### config.mk
export PLATFORM = sky130hd
export DESIGN_NAME = clint_mhart
export DESIGN_NICKNAME = d
export VERILOG_FILES = /design/src/rtl/clint_mhart_pkg.sv /design/src/rtl/clint_cmp.sv /design/src/rtl/clint_mhart.sv
export SDC_FILE = /design/constraint.sdc
export NUM_CORES = 1
export LEC_CHECK = 0
export BUFFER_PORTS_ARGS = -buffer_cell sky130_fd_sc_hd__buf_4
export CAP_MARGIN = 10
export CORE_MARGIN = 1.5
export CORE_UTILIZATION = 33
export CTS_BUF_LIST = sky130_fd_sc_hd__clkbuf_16
export DETAILED_ROUTE_END_ITERATION = 6
export GPL_ROUTABILITY_DRIVEN = 0
export PLACE_DENSITY = 0.52
export SLEW_MARGIN = 0
export SYNTH_ARGS = -nofsm -noshare
export SYNTH_HDL_FRONTEND = slang
export SYNTH_SLANG_ARGS = --single-unit
### constraint.sdc
create_clock -name wb_clk_i -period 8.5 [get_ports wb_clk_i]
set_clock_uncertainty 0.05 [all_clocks]
set_input_delay 1.7 -clock wb_clk_i [delete_from_list [all_inputs] [get_ports wb_clk_i]]
set_output_delay 1.7 -clock wb_clk_i [all_outputs]
set_load 0.05 [all_outputs]
### src/rtl/clint_mhart_pkg.sv
// Shared definitions for the core-local interruptor.
// Contents: register map offsets and strides, Wishbone FSM state type, and a
// byte-lane merge helper used by every writable register.
package clint_mhart_pkg;

    localparam logic [15:0] ClintMsipOff        = 16'h0000;
    localparam logic [15:0] ClintMtimecmpOff    = 16'h4000;
    localparam logic [15:0] ClintMtimeOff       = 16'hBFF8;
    localparam int unsigned ClintMsipStride     = 4;
    localparam int unsigned ClintMtimecmpStride = 8;

    typedef enum logic [0:0] {StIdle, StAck} wb_state_e;

    // Replace the bytes of old_val selected by sel with the matching bytes of new_val.
    function automatic logic [31:0] merge_bytes(input logic [31:0] old_val,
                                                input logic [31:0] new_val,
                                                input logic [3:0]  sel);
        logic [31:0] res;
        for (int b = 0; b < 4; b++) begin
            res[8*b +: 8] = sel[b] ? new_val[8*b +: 8] : old_val[8*b +: 8];
        end
        return res;
    endfunction

endpackage

### src/rtl/clint_cmp.sv
// One hart's 64-bit mtimecmp register and timer-pending comparator.
// Ports:
//   clk_i, rst_i   clock, asynchronous active-high reset
//   we_lo_i/hi_i   write strobe for the low/high word of mtimecmp
//   sel_i, wdat_i  byte enables and write data
//   mtime_i        current mtime
//   mtimecmp_o     current mtimecmp (for bus read-back)
//   mtip_o         registered (mtime >= mtimecmp)
module clint_cmp
    import clint_mhart_pkg::*;
(
    input  logic        clk_i,
    input  logic        rst_i,
    input  logic        we_lo_i,
    input  logic        we_hi_i,
    input  logic [3:0]  sel_i,
    input  logic [31:0] wdat_i,
    input  logic [63:0] mtime_i,
    output logic [63:0] mtimecmp_o,
    output logic        mtip_o
);

    logic [63:0] cmp_q, cmp_d;
    logic        mtip_q;

    always_comb begin
        cmp_d = cmp_q;
        if (we_lo_i) cmp_d[31:0]  = merge_bytes(cmp_q[31:0], wdat_i, sel_i);
        if (we_hi_i) cmp_d[63:32] = merge_bytes(cmp_q[63:32], wdat_i, sel_i);
    end

    always_ff @(posedge clk_i or posedge rst_i) begin
        if (rst_i) begin
            cmp_q  <= '1;
            mtip_q <= 1'b0;
        end else begin
            cmp_q  <= cmp_d;
            // Compares current register values: one cycle of latency after any change.
            mtip_q <= (mtime_i >= cmp_q);
        end
    end

    assign mtimecmp_o = cmp_q;
    assign mtip_o     = mtip_q;

endmodule

### src/rtl/clint_mhart.sv
// Core-local interruptor, Wishbone slave. Holds mtime with a prescaler, one msip
// bit and one mtimecmp per hart, and drives registered mtip/msip lines.
// Ports:
//   wb_clk_i, wb_rst_i   clock, asynchronous active-high reset
//   wb_adr_i/dat_i/sel_i/we_i/stb_i/cyc_i   Wishbone slave inputs
//   wb_dat_o, wb_ack_o   registered read data and acknowledge
//   mtip_o, msip_o       per-hart timer / software pending, registered
module clint_mhart
    import clint_mhart_pkg::*;
#(
    parameter int unsigned NHART = 1,
    parameter logic [31:0] BASE  = 32'h0200_0000,
    parameter int unsigned DIV   = 1,
    parameter int unsigned DIVW  = 8
) (
    input  logic             wb_clk_i,
    input  logic             wb_rst_i,
    input  logic [31:0]      wb_adr_i,
    input  logic [31:0]      wb_dat_i,
    input  logic [3:0]       wb_sel_i,
    input  logic             wb_we_i,
    input  logic             wb_stb_i,
    input  logic             wb_cyc_i,
    output logic [31:0]      wb_dat_o,
    output logic             wb_ack_o,
    output logic [NHART-1:0] mtip_o,
    output logic [NHART-1:0] msip_o
);

    localparam logic [15:0]     MsipSpan = 16'(NHART * ClintMsipStride);
    localparam logic [15:0]     CmpSpan  = 16'(NHART * ClintMtimecmpStride);
    localparam logic [DIVW-1:0] DivLast  = DIVW'(DIV - 1);

    wb_state_e        state_q, state_d;
    logic             access, wr;
    logic             in_blk, msip_hit, cmp_hit, mtime_hit;
    logic [15:0]      off, msip_off, cmp_off;
    logic [DIVW-1:0]  presc_q, presc_d;
    logic             tick;
    logic [63:0]      mtime_q, mtime_d;
    logic [NHART-1:0] msip_q, msip_d, msip_out_q;
    logic [NHART-1:0] cmp_we_lo, cmp_we_hi;
    logic [63:0]      cmp_val [NHART];
    logic [31:0]      rdata, dat_q;
    logic             unused_adr;

    // Address decode; the block occupies the 64 KiB window selected by BASE[31:16].
    assign unused_adr = ^wb_adr_i[1:0];
    assign in_blk     = (wb_adr_i[31:16] == BASE[31:16]);
    assign off        = {wb_adr_i[15:2], 2'b00};
    assign msip_off   = off - ClintMsipOff;
    assign cmp_off    = off - ClintMtimecmpOff;
    // Unsigned wrap of the subtraction makes offsets below each region fail the span test.
    assign msip_hit   = in_blk && (msip_off < MsipSpan);
    assign cmp_hit    = in_blk && (cmp_off < CmpSpan);
    assign mtime_hit  = in_blk && (off[15:3] == ClintMtimeOff[15:3]);

    assign access = wb_cyc_i && wb_stb_i && (state_q == StIdle);
    assign wr     = access && wb_we_i;

    always_comb begin
        state_d = state_q;
        unique case (state_q)
            StIdle: if (wb_cyc_i && wb_stb_i) state_d = StAck;
            StAck:  state_d = StIdle;
        endcase
    end

    // Prescaler and mtime; a bus write to one half overrides the increment for that
    // half only, so no carry crosses between halves on that edge.
    always_comb begin
        tick    = (presc_q == DivLast);
        presc_d = tick ? '0 : presc_q + DIVW'(1);
        mtime_d = tick ? mtime_q + 64'd1 : mtime_q;
        if (wr && mtime_hit) begin
            if (off[2]) begin
                mtime_d[63:32] = merge_bytes(mtime_q[63:32], wb_dat_i, wb_sel_i);
            end else begin
                mtime_d = {mtime_q[63:32], merge_bytes(mtime_q[31:0], wb_dat_i, wb_sel_i)};
            end
        end
    end

    always_comb begin
        msip_d    = msip_q;
        cmp_we_lo = '0;
        cmp_we_hi = '0;
        for (int h = 0; h < NHART; h++) begin
            if (wr && msip_hit && (msip_off[5:2] == 4'(h)) && wb_sel_i[0]) begin
                msip_d[h] = wb_dat_i[0];
            end
            if (wr && cmp_hit && (cmp_off[6:3] == 4'(h))) begin
                cmp_we_lo[h] = !off[2];
                cmp_we_hi[h] = off[2];
            end
        end
    end

    always_comb begin
        rdata = '0;
        for (int h = 0; h < NHART; h++) begin
            if (msip_hit && (msip_off[5:2] == 4'(h))) rdata = {31'd0, msip_q[h]};
            if (cmp_hit && (cmp_off[6:3] == 4'(h))) begin
                rdata = off[2] ? cmp_val[h][63:32] : cmp_val[h][31:0];
            end
        end
        if (mtime_hit) rdata = off[2] ? mtime_q[63:32] : mtime_q[31:0];
    end

    always_ff @(posedge wb_clk_i or posedge wb_rst_i) begin
        if (wb_rst_i) begin
            state_q    <= StIdle;
            presc_q    <= '0;
            mtime_q    <= '0;
            msip_q     <= '0;
            msip_out_q <= '0;
            dat_q      <= '0;
        end else begin
            state_q    <= state_d;
            presc_q    <= presc_d;
            mtime_q    <= mtime_d;
            msip_q     <= msip_d;
            msip_out_q <= msip_q;
            if (access && !wb_we_i) dat_q <= rdata;
        end
    end

    for (genvar h = 0; h < NHART; h++) begin : g_hart
        clint_cmp u_cmp (
            .clk_i      (wb_clk_i),
            .rst_i      (wb_rst_i),
            .we_lo_i    (cmp_we_lo[h]),
            .we_hi_i    (cmp_we_hi[h]),
            .sel_i      (wb_sel_i),
            .wdat_i     (wb_dat_i),
            .mtime_i    (mtime_q),
            .mtimecmp_o (cmp_val[h]),
            .mtip_o     (mtip_o[h])
        );
    end

    assign wb_ack_o = (state_q == StAck);
    assign wb_dat_o = dat_q;
    assign msip_o   = msip_out_q;

endmodule

==> impl_metrics.tcl <==
set metrics [dict create \
    status "finished clean" \
    synthCells 1119 \
    cts_made_buffers 17 \
    die_h_um 184.5 \
    clock_latency_ps 450 \
    drive_above_1_share_pct 24.59 \
    worstRegToRegCells 6 \
    grt.busiest_layer "met2" \
    place_inst 1630 \
    core_area_sq_mm 0.03245 \
    synth_area_sq_mm 0.01087 \
    use_met2_pct 33.90 \
    diodes 0 \
    drv_slew 0 \
    cp-end-kind "register" \
    clkTransAtPathRegs_ps 80 \
    drc 0 \
    yosysWarningCount 0 \
    synth_top_area_share_pct 24.86 \
    ff2ff_setup_slack_ps 5270 \
    use_met3_pct 2.687 \
    cts_tree "done" \
    cts_buffer_depth 2 \
    ys_seq_elements 172 \
    synth_area_leader_cell "dfrtp_1" \
    fin_setup_tns_ps 0 \
    fill_cells 3271 \
    ys_types 69 \
    finalHoldViolCount 0 \
    power_uw 1685 \
    synth_compound_gate_area_share_pct 16.43 \
    yosys-top-cells-area "dfrtp_1 25%, dfstp_2 15%, ha_1 7.7%, mux2_2 6.3%, mux2i_1 6.3%" \
    p_leak_uw 0.005446 \
    final_common_cell "buf_4" \
    ctsRootBufferMaster "clkbuf_16" \
    postRouteWirelength_um 34280 \
    hold-path-cell-count 0 \
    antenna_found_initial 0 \
    holdBufCountCts 0 \
    place_ws_ps 3684 \
    first_global_vias 9178 \
    rsz0062_at_grt "false" \
    yosys.area_share.adder_pct 7.713 \
    crit_required_ps 8820 \
    layout_common_cells "117 x buf_4, 108 x dfrtp_1, 96 x nand2_1" \
    worst_slew_pin_slew_ps 1007 \
    synth_edf_count 0 \
    rr_startpoint "mtime_q[14]" \
    drt_iter0_markers 551 \
    ant_nets 0 \
    cts_resized 0 \
    track_usage_pct 20.80 \
    critPathArrivalTime_ps 4660 \
    grt_pass1_wl_um 53670 \
    fmax_mhz 230.4 \
    setup_viol 0 \
    cap_viol_max_count 0 \
    async_flop_share_pct 100.0 \
    area_growth_pct 16.76 \
    synthMuxAreaShare_pct 12.58 \
    fin_crit_ps 4341 \
    hp-class "reg -> reg" \
    syn_nets 1259 \
    grtUsageMet1_pct 28.99 \
    nNetsFinal 1347 \
    ir_worst_vdd_v 0.0001553 \
    grt.overflow.total 0 \
    synth_top_family_by_area "simple AND/OR/NAND/NOR gates" \
    dp_hpwl_um 24840 \
    portBuffers 105 \
    syn_avg_cell_area_sq_um 9.713 \
    row_count 66 \
    die-area_sq_mm 0.03403 \
    vias_per_cell 5.582 \
    grt_max_degree 98 \
    num_vias 9278 \
    final_cells 1662 \
    whs_endpoint "msip_o" \
    drt_first_pass_iters 5 \
    dieWidth_um 184.5 \
    worstSetupPathType "in -> reg" \
    worst_slack_ps 4159 \
    cts_post_setup_buffers_inserted 0 \
    ys.flop_type "dfrtp_1" \
    seq_area_frac_synth_pct 40.34 \
    max_slew_margin_pct 32.87 \
    synth-simple-area-share_pct 18.19 \
    cts.sinks 172 \
    r2r_end "mtime_q[33]" \
    htree_levels 4 \
    final.period_utilization_pct 51.06 \
    path_max_fanout 34 \
    powerDensity_mw_per_mm2 132.7 \
    startpoint_type "input port" \
    worstHoldStart "msip_q" \
    wl_per_cell_um 20.62 \
    synth_xor_area_share_pct 0.4835 \
    boundaryPins 108 \
    start_util_pct 33.49 \
]
## registers in the layout, indices dropped and copies added, names as in the netlist
name,flops
msip_o,1
msip_q,1
g_hart.u_cmp.mtimecmp_o,64
mtime_q,64
g_hart.u_cmp.mtip_o,1
wb_ack_o,1
wb_dat_o,32
presc_q,8
## synth_stat cells, types with 10 or more instances
| cell type | n |
|---|---|
| and3_1 | 20 |
| nor2_1 | 55 |
| o21ai_0 | 30 |
| clkbuf_1 | 34 |
| nor4_1 | 15 |
| o211ai_1 | 22 |
| nor3_1 | 14 |
| ha_1 | 67 |
| nand2_1 | 96 |
| a21oi_1 | 61 |
| o22ai_1 | 37 |
| inv_1 | 73 |
| and2_1 | 16 |
| nand4_1 | 37 |
| dfrtp_1 | 108 |
| mux2i_1 | 68 |
| dfstp_2 | 64 |
| and4_1 | 10 |
| nand3_1 | 59 |
| a22o_1 | 33 |
| mux2_2 | 61 |
| a211oi_1 | 10 |
## kinds of logic (layout without fill, tap and decap cells)
kind of cell	after synthesis	after routing
adder cells (fa/ha/maj)	67	67
buffers and inverters	121	222
XOR/XNOR	6	6
multiplexers	129	129
AO/OA/AOI/OAI	258	258
flip-flops	172	172
AND/OR/NAND/NOR	366	366
## metrics by stage
stage | hold slack [ps] | util, % | cell area, sq um
floorplan | 318.6 | - | 10870
global placement | 329.8 | 37.37 | 12130
detailed placement | 335.1 | 37.37 | 12130
CTS | 351.1 | 39.10 | 12690
global route | 378.4 | 39.10 | 12690
finish | 350.2 | 39.10 | 12690
## power by group
group	total (uW)	switching, uW	internal (uW)
clock network	780	371	409
registers	820	0.125	820
logic	84.2	52.4	31.8
## worst max-delay path, stage by stage
cell and delay, ps:
buf_4 110, nor4_1 280, nand3_1 140, or3b_1 390, buf_4 290, nor4_2 740, nand2_1 570, mux2_2 430
## metal layers
metal | up-vias | share of wire (%)
met5 | - | 0
met4 | 0 | 1.5
met3 | 34 | 3.8
met2 | 196 | 47
met1 | 4653 | 48
li1 | 4395 | -
## area by class of cell
cell class / count / area [sq um] / share of cell area (%)
clock buffers: 17 / 425.4 / 3.352
clock inverters: 15 / 138.9 / 1.094
inverters: 73 / 279.0 / 2.199
multi-input cells: 826 / 6032 / 47.53
flip-flops and latches: 172 / 4384 / 34.55
well taps: 442 / 553.0 / 4.358
repair buffers: 117 / 878.3 / 6.921
## worst max-delay path by stage
stage / from / endpoint / cells past startpoint
2_1_floorplan: wb_rst_i / g_hart[0].u_cmp.mtip_o / 1
6_report: wb_adr_i[4] / g_hart[0].u_cmp.mtimecmp_o[21] / 8
5_1_grt: wb_adr_i[7] / g_hart[0].u_cmp.mtimecmp_o[60] / 8
3_5_place_dp: wb_adr_i[7] / g_hart[0].u_cmp.mtimecmp_o[53] / 8
4_1_cts: wb_adr_i[7] / g_hart[0].u_cmp.mtimecmp_o[61] / 8
3_3_place_gp: wb_adr_i[7] / g_hart[0].u_cmp.mtimecmp_o[62] / 8
Note: power is estimated with default switching activity, not from simulation.
